==> config.mk <==
export PLATFORM = sky130hd
export DESIGN_NAME = sieve_top
export DESIGN_NICKNAME = d
export VERILOG_FILES = /design/src/rtl/sieve_ctrl_pkg.sv /design/src/rtl/sieve_ram.sv /design/src/rtl/sieve_top.sv /design/src/rtl/sieve_ctrl.sv
export SDC_FILE = /design/constraint.sdc
export NUM_CORES = 1
export LEC_CHECK = 0
export ABC_CLOCK_PERIOD_IN_PS = 3700
export BUFFER_PORTS_ARGS = -buffer_cell sky130_fd_sc_hd__buf_2
export CELL_PAD_IN_SITES_DETAIL_PLACEMENT = 0
export CELL_PAD_IN_SITES_GLOBAL_PLACEMENT = 1
export CORE_MARGIN = 2
export CORE_UTILIZATION = 42
export CTS_BUF_LIST = sky130_fd_sc_hd__clkbuf_4 sky130_fd_sc_hd__clkbuf_8
export CTS_CLUSTER_DIAMETER = 200
export DETAILED_ROUTE_END_ITERATION = 10
export PLACE_DENSITY = 0.77
export SLEW_MARGIN = 25
export SYNTH_ARGS = -nofsm -noshare
export SYNTH_HDL_FRONTEND = slang
export SYNTH_SLANG_ARGS = --single-unit
export TNS_END_PERCENT = 30
==> constraint.sdc <==
create_clock -name clk -period 3.7 [get_ports clk]
set_input_delay 0.185 -clock clk [delete_from_list [all_inputs] [get_ports clk]]
set_output_delay 0.185 -clock clk [all_outputs]
set_load 0.01 [all_outputs]
==> src/rtl/sieve_ctrl_pkg.sv <==
// Shared definitions for the sieve sequencer and its wrapper.
//   state_t    : sequencer states
//   sieve_n()  : sieve range N = 2**addr for a RAM of address width addr
//   COMPOSITE / CANDIDATE : meaning of a RAM bit (1 = n is known composite)
package sieve_ctrl_pkg;

  typedef enum logic [2:0] {
    IDLE     = 3'd0,
    CLEAR    = 3'd1,
    SCAN_RD  = 3'd2,
    SCAN_CHK = 3'd3,
    EMIT     = 3'd4,
    MARK     = 3'd5,
    DONE     = 3'd6
  } state_t;

  localparam int ADDR_DEFAULT = 8;
  localparam int N_DEFAULT    = 2 ** ADDR_DEFAULT;

  localparam logic COMPOSITE = 1'b1;
  localparam logic CANDIDATE = 1'b0;

  function automatic int sieve_n(input int addr);
    return 2 ** addr;
  endfunction

endpackage

==> src/rtl/sieve_ram.sv <==
// Single-port block RAM, read-before-write, registered read data.
//   clk  : clock
//   addr : read/write address
//   we   : write enable
//   din  : write data
//   dout : data at addr from the previous cycle (old contents on a write)
module sieve_ram #(
  parameter int ADDR = 8,
  parameter int DATA = 1
) (
  input  logic            clk,
  input  logic [ADDR-1:0] addr,
  input  logic            we,
  input  logic [DATA-1:0] din,
  output logic [DATA-1:0] dout
);

  logic [DATA-1:0] mem_r [2**ADDR];

  // Array write and registered read; dout sees the contents before this write.
  always_ff @(posedge clk) begin
    if (we) begin
      mem_r[addr] <= din;
    end
    dout <= mem_r[addr];
  end

endmodule

==> src/rtl/sieve_top.sv <==
// Sieve sequencer bundled with its 1-bit RAM.
//   clk, rst, start, busy, done, prime_valid, prime_ready, prime, prime_count :
//   as on sieve_ctrl; the RAM port is internal.
module sieve_top
  import sieve_ctrl_pkg::*;
#(
  parameter int ADDR = ADDR_DEFAULT
) (
  input  logic            clk,
  input  logic            rst,
  input  logic            start,
  output logic            busy,
  output logic            done,
  output logic            prime_valid,
  input  logic            prime_ready,
  output logic [ADDR-1:0] prime,
  output logic [ADDR-1:0] prime_count
);

  logic [ADDR-1:0] mem_addr_s;
  logic            mem_wr_s;
  logic            mem_din_s;
  logic            mem_dout_s;

  sieve_ctrl #(.ADDR(ADDR)) u_ctrl (
    .clk         (clk),
    .rst         (rst),
    .start       (start),
    .busy        (busy),
    .done        (done),
    .prime_valid (prime_valid),
    .prime_ready (prime_ready),
    .prime       (prime),
    .prime_count (prime_count),
    .mem_addr    (mem_addr_s),
    .mem_wr      (mem_wr_s),
    .mem_din     (mem_din_s),
    .mem_dout    (mem_dout_s)
  );

  sieve_ram #(.ADDR(ADDR), .DATA(1)) u_ram (
    .clk  (clk),
    .addr (mem_addr_s),
    .we   (mem_wr_s),
    .din  (mem_din_s),
    .dout (mem_dout_s)
  );

endmodule

==> src/rtl/sieve_ctrl.sv <==
// Sieve of Eratosthenes sequencer over 0..N-1 (N = 2**ADDR). Owns every pin of
// a 1-bit-wide single-port RAM (bit n = 1 means n is composite), clears it,
// scans candidates from 2 upward, streams each prime and marks its multiples.
//   clk, rst     : clock, asynchronous active-high reset
//   start        : begin a run (honoured only in IDLE/DONE)
//   busy, done   : run in progress / run finished (held until next start)
//   prime_valid, prime_ready, prime : prime output handshake
//   prime_count  : primes accepted in the current run
//   mem_addr, mem_wr, mem_din, mem_dout : RAM port (dout valid one cycle late)
// All outputs are registered: the values for a state are loaded on the edge
// that enters it.
module sieve_ctrl
  import sieve_ctrl_pkg::*;
#(
  parameter int ADDR = ADDR_DEFAULT
) (
  input  logic            clk,
  input  logic            rst,
  input  logic            start,
  output logic            busy,
  output logic            done,
  output logic            prime_valid,
  input  logic            prime_ready,
  output logic [ADDR-1:0] prime,
  output logic [ADDR-1:0] prime_count,
  output logic [ADDR-1:0] mem_addr,
  output logic            mem_wr,
  output logic            mem_din,
  input  logic            mem_dout
);

  localparam logic [ADDR:0]   N_V     = (ADDR+1)'(sieve_n(ADDR));
  localparam logic [ADDR:0]   LAST_V  = N_V - {{ADDR{1'b0}}, 1'b1};
  localparam logic [ADDR:0]   ONE_V   = {{ADDR{1'b0}}, 1'b1};
  localparam logic [ADDR:0]   TWO_V   = {{(ADDR-1){1'b0}}, 2'b10};
  localparam logic [ADDR-1:0] CNT_ONE = {{(ADDR-1){1'b0}}, 1'b1};
  localparam logic [ADDR-1:0] ADDR_Z  = {ADDR{1'b0}};

  state_t          state_r, state_s;
  logic [ADDR:0]   i_r, i_s;
  logic [ADDR:0]   j_r, j_s;
  logic            busy_s, done_s, prime_valid_s, mem_wr_s, mem_din_s;
  logic [ADDR-1:0] prime_s, prime_count_s, mem_addr_s;

  logic [ADDR:0]   i_inc_s;
  logic [ADDR:0]   j_inc_s;
  logic [ADDR:0]   j_step_s;
  logic [ADDR+1:0] dbl_s;

  assign i_inc_s  = i_r + ONE_V;
  assign j_inc_s  = j_r + ONE_V;
  // j+i stays below 2N, so ADDR+1 bits never wrap.
  assign j_step_s = j_r + i_r;
  assign dbl_s    = {i_r, 1'b0};

  // Next-state and next-output logic; register values hold unless changed.
  always_comb begin
    state_s       = state_r;
    i_s           = i_r;
    j_s           = j_r;
    busy_s        = busy;
    done_s        = done;
    prime_valid_s = prime_valid;
    prime_s       = prime;
    prime_count_s = prime_count;
    mem_addr_s    = mem_addr;
    mem_wr_s      = mem_wr;
    mem_din_s     = mem_din;

    case (state_r)
      IDLE, DONE: begin
        if (start) begin
          state_s       = CLEAR;
          j_s           = {(ADDR+1){1'b0}};
          busy_s        = 1'b1;
          done_s        = 1'b0;
          prime_count_s = ADDR_Z;
          mem_addr_s    = ADDR_Z;
          mem_wr_s      = 1'b1;
          mem_din_s     = CANDIDATE;
        end else begin
          mem_addr_s    = ADDR_Z;
          mem_wr_s      = 1'b0;
          mem_din_s     = 1'b0;
        end
      end

      CLEAR: begin
        if (j_r == LAST_V) begin
          // Present candidate 2 so SCAN_RD issues its read immediately.
          state_s    = SCAN_RD;
          i_s        = TWO_V;
          mem_addr_s = TWO_V[ADDR-1:0];
          mem_wr_s   = 1'b0;
        end else begin
          j_s        = j_inc_s;
          mem_addr_s = j_inc_s[ADDR-1:0];
        end
      end

      SCAN_RD: begin
        if (i_r == N_V) begin
          state_s    = DONE;
          busy_s     = 1'b0;
          done_s     = 1'b1;
          mem_addr_s = ADDR_Z;
          mem_din_s  = 1'b0;
        end else begin
          state_s    = SCAN_CHK;
        end
      end

      SCAN_CHK: begin
        if (mem_dout == COMPOSITE) begin
          state_s       = SCAN_RD;
          i_s           = i_inc_s;
          mem_addr_s    = i_inc_s[ADDR-1:0];
        end else begin
          state_s       = EMIT;
          prime_s       = i_r[ADDR-1:0];
          prime_valid_s = 1'b1;
        end
      end

      EMIT: begin
        if (prime_ready) begin
          prime_valid_s = 1'b0;
          prime_count_s = prime_count + CNT_ONE;
          if (dbl_s < {1'b0, N_V}) begin
            state_s    = MARK;
            j_s        = dbl_s[ADDR:0];
            mem_addr_s = dbl_s[ADDR-1:0];
            mem_wr_s   = 1'b1;
            mem_din_s  = COMPOSITE;
          end else begin
            state_s    = SCAN_RD;
            i_s        = i_inc_s;
            mem_addr_s = i_inc_s[ADDR-1:0];
          end
        end else begin
          state_s = EMIT;
        end
      end

      MARK: begin
        if (j_step_s >= N_V) begin
          state_s    = SCAN_RD;
          i_s        = i_inc_s;
          mem_addr_s = i_inc_s[ADDR-1:0];
          mem_wr_s   = 1'b0;
          mem_din_s  = CANDIDATE;
        end else begin
          j_s        = j_step_s;
          mem_addr_s = j_step_s[ADDR-1:0];
        end
      end

      default: begin
        state_s       = IDLE;
        busy_s        = 1'b0;
        done_s        = 1'b0;
        prime_valid_s = 1'b0;
        mem_addr_s    = ADDR_Z;
        mem_wr_s      = 1'b0;
        mem_din_s     = 1'b0;
      end
    endcase
  end

  // State, pointer and output registers with asynchronous reset to IDLE.
  always_ff @(posedge clk or posedge rst) begin
    if (rst) begin
      state_r     <= IDLE;
      i_r         <= {(ADDR+1){1'b0}};
      j_r         <= {(ADDR+1){1'b0}};
      busy        <= 1'b0;
      done        <= 1'b0;
      prime_valid <= 1'b0;
      prime       <= ADDR_Z;
      prime_count <= ADDR_Z;
      mem_addr    <= ADDR_Z;
      mem_wr      <= 1'b0;
      mem_din     <= 1'b0;
    end else begin
      state_r     <= state_s;
      i_r         <= i_s;
      j_r         <= j_s;
      busy        <= busy_s;
      done        <= done_s;
      prime_valid <= prime_valid_s;
      prime       <= prime_s;
      prime_count <= prime_count_s;
      mem_addr    <= mem_addr_s;
      mem_wr      <= mem_wr_s;
      mem_din     <= mem_din_s;
    end
  end

endmodule

==> flow_summary.yaml, run 1 <==
placed_design:
  gp_congestion: 0.899
  dp_hpwl_um: 20900
  io_buffers: 22
synthesis:
  yosysTopAreaCell: "edfxtp_1"
  synth_cell_types: 65
  synth_edf_count: 256
  async_reset_ff_share_pct: 16.3
  synthTopCellsByCount: "268 x nor2_1, 256 x edfxtp_1, 66 x mux4_2, 56 x nand2_1, 54 x clkbuf_1"
  yosysWarningCount: 0
  synth_area_leaders: "edfxtp_1 54%, mux4_2 10%, dfrtp_1 8.7%"
  synth_cells: 1111
  synth_seq_area_share_pct: 62.5
  syn_area_per_cell_um2: 12.9
  synth_seq_cells: 307
  yosysMostFrequentCell: "nor2_1"
  netlist.area_leader.share_pct: 53.6
  syn_area_um2: 14300
  ys.flop_type: "edfxtp_1"
  postSynthNetCount: 1129
clock_tree:
  cts_max_level: 2
  cts_resized: 0
  clockRootBuffer: "clkbuf_8"
  cts_tree: "yes"
  numCtsBuffers: 49
  cts_num_sinks: 307
  path_clk_slew_ns: 0.06
  worstSkewPairLatency_ns: 0.58
  cts_buffer_depth: 3
setup_path:
  required_ns: 4.15
  cp.arrival_ns: 3.64
  r2r_start: "u_ctrl.i_r[0]"
  worstRegToRegCells: 9
  cp_slowest_stage_delay_ns: 0.61
  cp_max_fo: 10
  r2r_slack_ns: 0.50
  path_class: "reg2reg"
  cp-end-kind: "flop"
  crit_chain: "ha_1, fa_1, a21o_1, a21oi_2, o21bai_2, or2_4, mux2i_1, or4_1, mux2_4"
  r2r_end: "u_ctrl.i_r[3]"
  start_kind: "flop"
  cp_slowest_cell: "or4_1"
  crit_start: "u_ctrl.i_r[0]"
floorplan:
  dieArea_um2: 35600
  start_util_pct: 42.7
  coreArea_um2: 33600
  dieWidth_um: 189
  die_h_um: 189
  num_rows: 67
  ios: 23
sta:
  fmaxAchievable_mhz: 313
  slew_headroom_pct: 35.2
  hold_viol_final: 0
  period_share_pct: 86.4
  finalSetupViolCount: 0
  clock-skew-final_ns: 0.0373
  setup_tns_ns: 0
  tightestPinTransition_ns: 0.972
  final_max_slew_viol_count: 0
  grt_setup_unrepaired: "no"
  min_period_ns: 3.20
route:
  wl_per_cell_um: 20.7
  drt_wl_total_um: 33500
  dr.pass1.iters: 5
  via_count: 9293
  antenna_left: 0
  vias_per_cell: 5.74
  drc: 0
  drtIter0Drc: 912
worst_hold_path:
  min_path_type: "in2async"
outcome:
  outcome: "completed"
finish:
  diodes: 0
  fillCellCount: 2931
  layout.nets: 1158
  drive_gt1_share_pct: 19.6
  syn_to_final_growth_pct: 10.8
pwr:
  p_per_area_nw_per_um2: 581
  power_mw: 9.23
  vdd_drop_max_uv: 259
  p_leak_nw: 4.72
run:
  maxCapViolations: 0
global_routing:
  grt.total_usage_pct: 19.2
  grt-ovfl-total: 0
  busiest_layer: "met2"
  grt_max_degree: 87
  grt_pass1_vias: 9385
  grt_antenna_before_repair: 0
  grt_pass1_wl_um: 53100
  grt_use_met2_pct: 31.8
  use_met1_pct: 26.0
  grt_util_met3_pct: 3.24
-- how the worst max path moves through the flow --
stage,to,cells past startpoint
after floorplan,u_ctrl.i_r[3],10
after detailed placement,u_ctrl.i_r[3],9
after global routing,u_ctrl.i_r[3],9
after global placement,u_ctrl.i_r[3],9
final,u_ctrl.i_r[3],9
after CTS,u_ctrl.i_r[3],9
-- critical path: cells and delay by family (launching register included) --
kind / cells / cell delay [ns]
and+or+nand+nor: 2 / 0.86
adders and majority gates: 2 / 0.70
AOI/OAI and AO/OA: 3 / 0.52
muxes: 2 / 0.50
DFF: 1 / 0.49
-- per-stage QoR --
stage,area [um^2],utilization (%),hold WS [ns],worst slack [ns],std cells
after global routing,15900,47.3,0.262,0.349,1620
after CTS,15900,47.2,0.208,0.513,1620
after detailed placement,14900,44.4,0.282,0.534,1534
after global placement,14900,44.4,0.271,0.595,1534
after floorplan,14300,-,0.337,0.835,1111
final,15900,47.3,0.226,0.505,1620
-- per-layer routing --
metal	vias to the layer above	routed length, um
li1	4174	-
met1	4660	13600
met2	385	16300
met3	74	2620
met4	0	908
met5	-	0
-- repair_timing --
item	in CTS	in global routing
endpoints found under the hold margin	30	0
hold buffers	3	0
buffers inserted	0	0
-- sequential cells by signal (all words and copies together), names as in the netlist --
signal              count
u_ram.dout              1
u_ctrl.mem_wr           1
u_ram.mem_r           256
u_ctrl.state_r          3
u_ctrl.j_r              9
u_ctrl.mem_din          1
u_ctrl.done             1
u_ctrl.prime_count      8
u_ctrl.mem_addr         8
u_ctrl.busy             1
u_ctrl.prime_valid      1
u_ctrl.i_r              9
u_ctrl.prime            8
-- cell usage in the layout (no fill, tap or decap), drive strengths merged, types with 8 or more instances in the layout --
cell type,Yosys,final
buf,33,62
a22oi,36,36
nand2,56,56
nand4,10,10
and3,9,9
o21ai,17,17
clkbuf,54,73
ha,13,13
xor2,13,13
dfrtp,50,50
a21oi,32,32
a21o,10,10
nand3,35,35
clkinv,0,8
nor2b,12,12
edfxtp,256,256
mux2,10,10
xnor2,11,11
inv,17,19
nor3,34,34
mux4,66,66
nor2,268,268
-- cell families (layout without fill, tap and decap cells) --
kind of cell | count (synthesis) | after routing | share of synthesized area (%)
and+or+nand+nor | 448 | 448 | 13.4
DFF | 307 | 307 | 62.5
AOI/OAI and AO/OA | 133 | 133 | 6.42
buffers and inverters | 104 | 165 | 3.41
muxes | 81 | 81 | 11.5
xor gates and xnor gates | 24 | 24 | 1.47
adders and majority gates | 14 | 14 | 1.27
-- layout make-up --
type / count / area (um^2) / area share [%]
timing repair buffer: 65 / 465 / 2.93
inverter: 17 / 63.8 / 0.402
clock buffer: 73 / 867 / 5.46
clock inverter: 10 / 52.6 / 0.331
tap: 448 / 561 / 3.53
multi-input combinational: 700 / 4910 / 30.9
sequential: 307 / 8970 / 56.5
-- report_power, final --
| part | leakage [nW] | switching (mW) | internal, mW |
|---|---|---|---|
| clock network | 0.496 | 1.28 | 1.49 |
| registers | 2.45 | 0.411 | 3.84 |
| logic | 1.78 | 1.34 | 0.876 |
| total | 4.72 | 3.02 | 6.20 |
Power figures use the tool's default switching activity.
==> inputs of run 2 (changes only) <==
- ABC_CLOCK_PERIOD_IN_PS: 3700 -> 3600
- PLACE_DENSITY: 0.77 -> 0.74
- clock period: 3.7 -> 3.6 ns (I/O delays scaled with it)
==> run 2 against run 1 <==
  * First-iteration DRC count fell by 1.2%
  * Utilization is 0.66 points higher
  * Total power grew 5.3%
  * Cell area grew 1.4%
  * Routed wire length increased by 0.68%
  * Worst setup slack improved by 0.028 ns
  * Largest cell class unchanged
  * Largest power group unchanged
  * Highest routed layer unchanged
==> flow_summary.yaml, run 2 (synthesis gave the netlist of run 1 again) <==
outcome:
  outcome: "completed"
placed_design:
  dp.cells: 1552
  gp_congestion: 0.922
  dp_hpwl_um: 21200
  placed_area_um2: 15100
  io_buffers: 22
finish:
  mostFrequentLayoutCells: "267 x nor2_1, 256 x edfxtp_1, 66 x mux4_2"
  fillCellCount: 2948
  largest_reg_flops: 256
  layout.cells.non_filler: 1645
  final_common_cell: "nor2_1"
  reg_top3: "u_ram.mem_r (256), u_ctrl.i_r (9), u_ctrl.j_r (9)"
  syn_to_final_growth_pct: 12.3
  final_area_um2: 16100
  drive_gt1_share_pct: 21.1
  layout.nets: 1178
  max_flop_register: "u_ram.mem_r"
  diodes: 0
pwr:
  p_comb_share_pct: 25.2
  p_per_area_nw_per_um2: 603
  internal-power_mw: 6.52
  pwr-share-clk_pct: 30.6
  vdd_drop_max_uv: 329
  pwr-share-seq_pct: 44.2
  switching_share_pct: 32.9
  p_leak_nw: 4.84
  switchingPower_mw: 3.19
setup_path:
  cp.arrival_ns: 3.53
  r2r_end: "u_ctrl.i_r[3]"
  path_class: "reg2reg"
  required_ns: 4.07
  start_kind: "flop"
  r2r_slack_ns: 0.53
  worstRegToRegCells: 9
  r2r_start: "u_ctrl.j_r[0]"
  cp_max_fo: 8
  cp-end-kind: "flop"
clock_tree:
  cts_resized: 0
  worstSkewPairLatency_ns: 0.60
  cts_tree: "yes"
  cts_max_level: 2
  cts_num_sinks: 307
  numCtsBuffers: 51
  postCtsHoldBufs: 3
  cts_setup_buffers: 0
  clockRootBuffer: "clkbuf_8"
  cts_buffer_depth: 3
  path_clk_slew_ns: 0.06
run:
  maxCapViolations: 0
sta:
  grt_setup_unrepaired: "no"
  fmaxAchievable_mhz: 326
  clock-skew-final_ns: 0.0278
  setup_tns_ns: 0
  tightestPinTransition_ns: 0.815
  hold_viol_final: 0
  slew_headroom_pct: 45.7
  period_share_pct: 85.2
  final_max_slew_viol_count: 0
  finalSetupViolCount: 0
  min_period_ns: 3.07
global_routing:
  grt.total_usage_pct: 19.3
  grt_max_degree: 122
  grt_antenna_before_repair: 0
  grt-ovfl-total: 0
  grt_pass1_vias: 9225
  grt_pass1_wl_um: 52700
route:
  wl_per_cell_um: 20.5
  drt_wl_total_um: 33700
  drc: 0
  via_count: 9122
  vias_per_cell: 5.55
  drtIter0Drc: 901
  antenna_left: 0
  dr.pass1.iters: 7
worst_hold_path:
  min_path_type: "in2async"
floorplan:
  dieWidth_um: 189
  num_rows: 67
  dieArea_um2: 35600
  coreArea_um2: 33600
  start_util_pct: 42.7
  ios: 23
  die_h_um: 189
run 2: changes by cell type in the layout (fill, tap and decap cells not counted):
cell	previous run	this run
buf_4	38	55
clkinv_1	6	9
clkbuf_8	51	56
clkinvlp_4	0	2
inv_8	1	0
clkinv_2	2	4
buf_12	2	3
clkinv_8	0	1
clkbuf_4	22	17
run 2: how the worst max path moves through the flow:
stage	startpoint	to	slack, ns	cells after the start
2_1_floorplan	u_ctrl.i_r[0]	u_ctrl.i_r[3]	0.73	10
3_3_place_gp	u_ctrl.j_r[0]	u_ctrl.i_r[3]	0.55	9
3_5_place_dp	u_ctrl.j_r[0]	u_ctrl.i_r[3]	0.54	9
4_1_cts	u_ctrl.j_r[0]	u_ctrl.i_r[3]	0.52	9
5_1_grt	u_ctrl.j_r[0]	u_ctrl.i_r[3]	0.41	9
6_report	u_ctrl.j_r[0]	u_ctrl.i_r[3]	0.53	9
run 2: layer usage:
| layer | global-route usage (%) | routed length, um | vias to the layer above |
|---|---|---|---|
| li1 | - | - | 4230 |
| met1 | 26.8 | 14600 | 4547 |
| met2 | 31.1 | 16300 | 285 |
| met3 | 3.37 | 2040 | 60 |
| met4 | 6.04 | 752 | 0 |
| met5 | 0 | 0 | - |
run 2: cell type report:
cell class	count	area [um^2]	share of cell area, %
flip-flops and latches	307	8970	55.7
clock buffers	73	898	5.58
repair buffers	83	613	3.81
multi-input cells	700	4910	30.5
clock inverters	17	93.8	0.583
inverters	17	63.8	0.396
well taps	448	561	3.48
run 2: critical path: stages, from the launching register on:
cell and delay, ns:
dfrtp_1 0.42, ha_1 0.24, fa_1 0.40, a21o_1 0.21, a21oi_2 0.21, o21bai_2 0.12
or2_4 0.25, mux2i_1 0.13, or4_1 0.61, mux2_4 0.36
run 2: through the flow:
step	total power, mW	worst slack, ns	hold slack, ns	util [%]
finish	9.72	0.533	0.201	47.9
global route	10.2	0.410	0.245	47.9
CTS	9.80	0.524	0.189	47.9
detailed placement	6.80	0.545	0.263	44.9
global placement	6.80	0.552	0.254	44.9
floorplan	6.03	0.735	0.332	-
run 2: power groups by stage:
stage               clock network, mW  registers [mW]  logic (mW)
floorplan                           0            4.14        1.89
global placement                    0            4.37        2.43
detailed placement                  0            4.37        2.43
CTS                              3.05            4.30        2.44
global route                     3.20            4.33        2.66
finish                           2.97            4.30        2.45
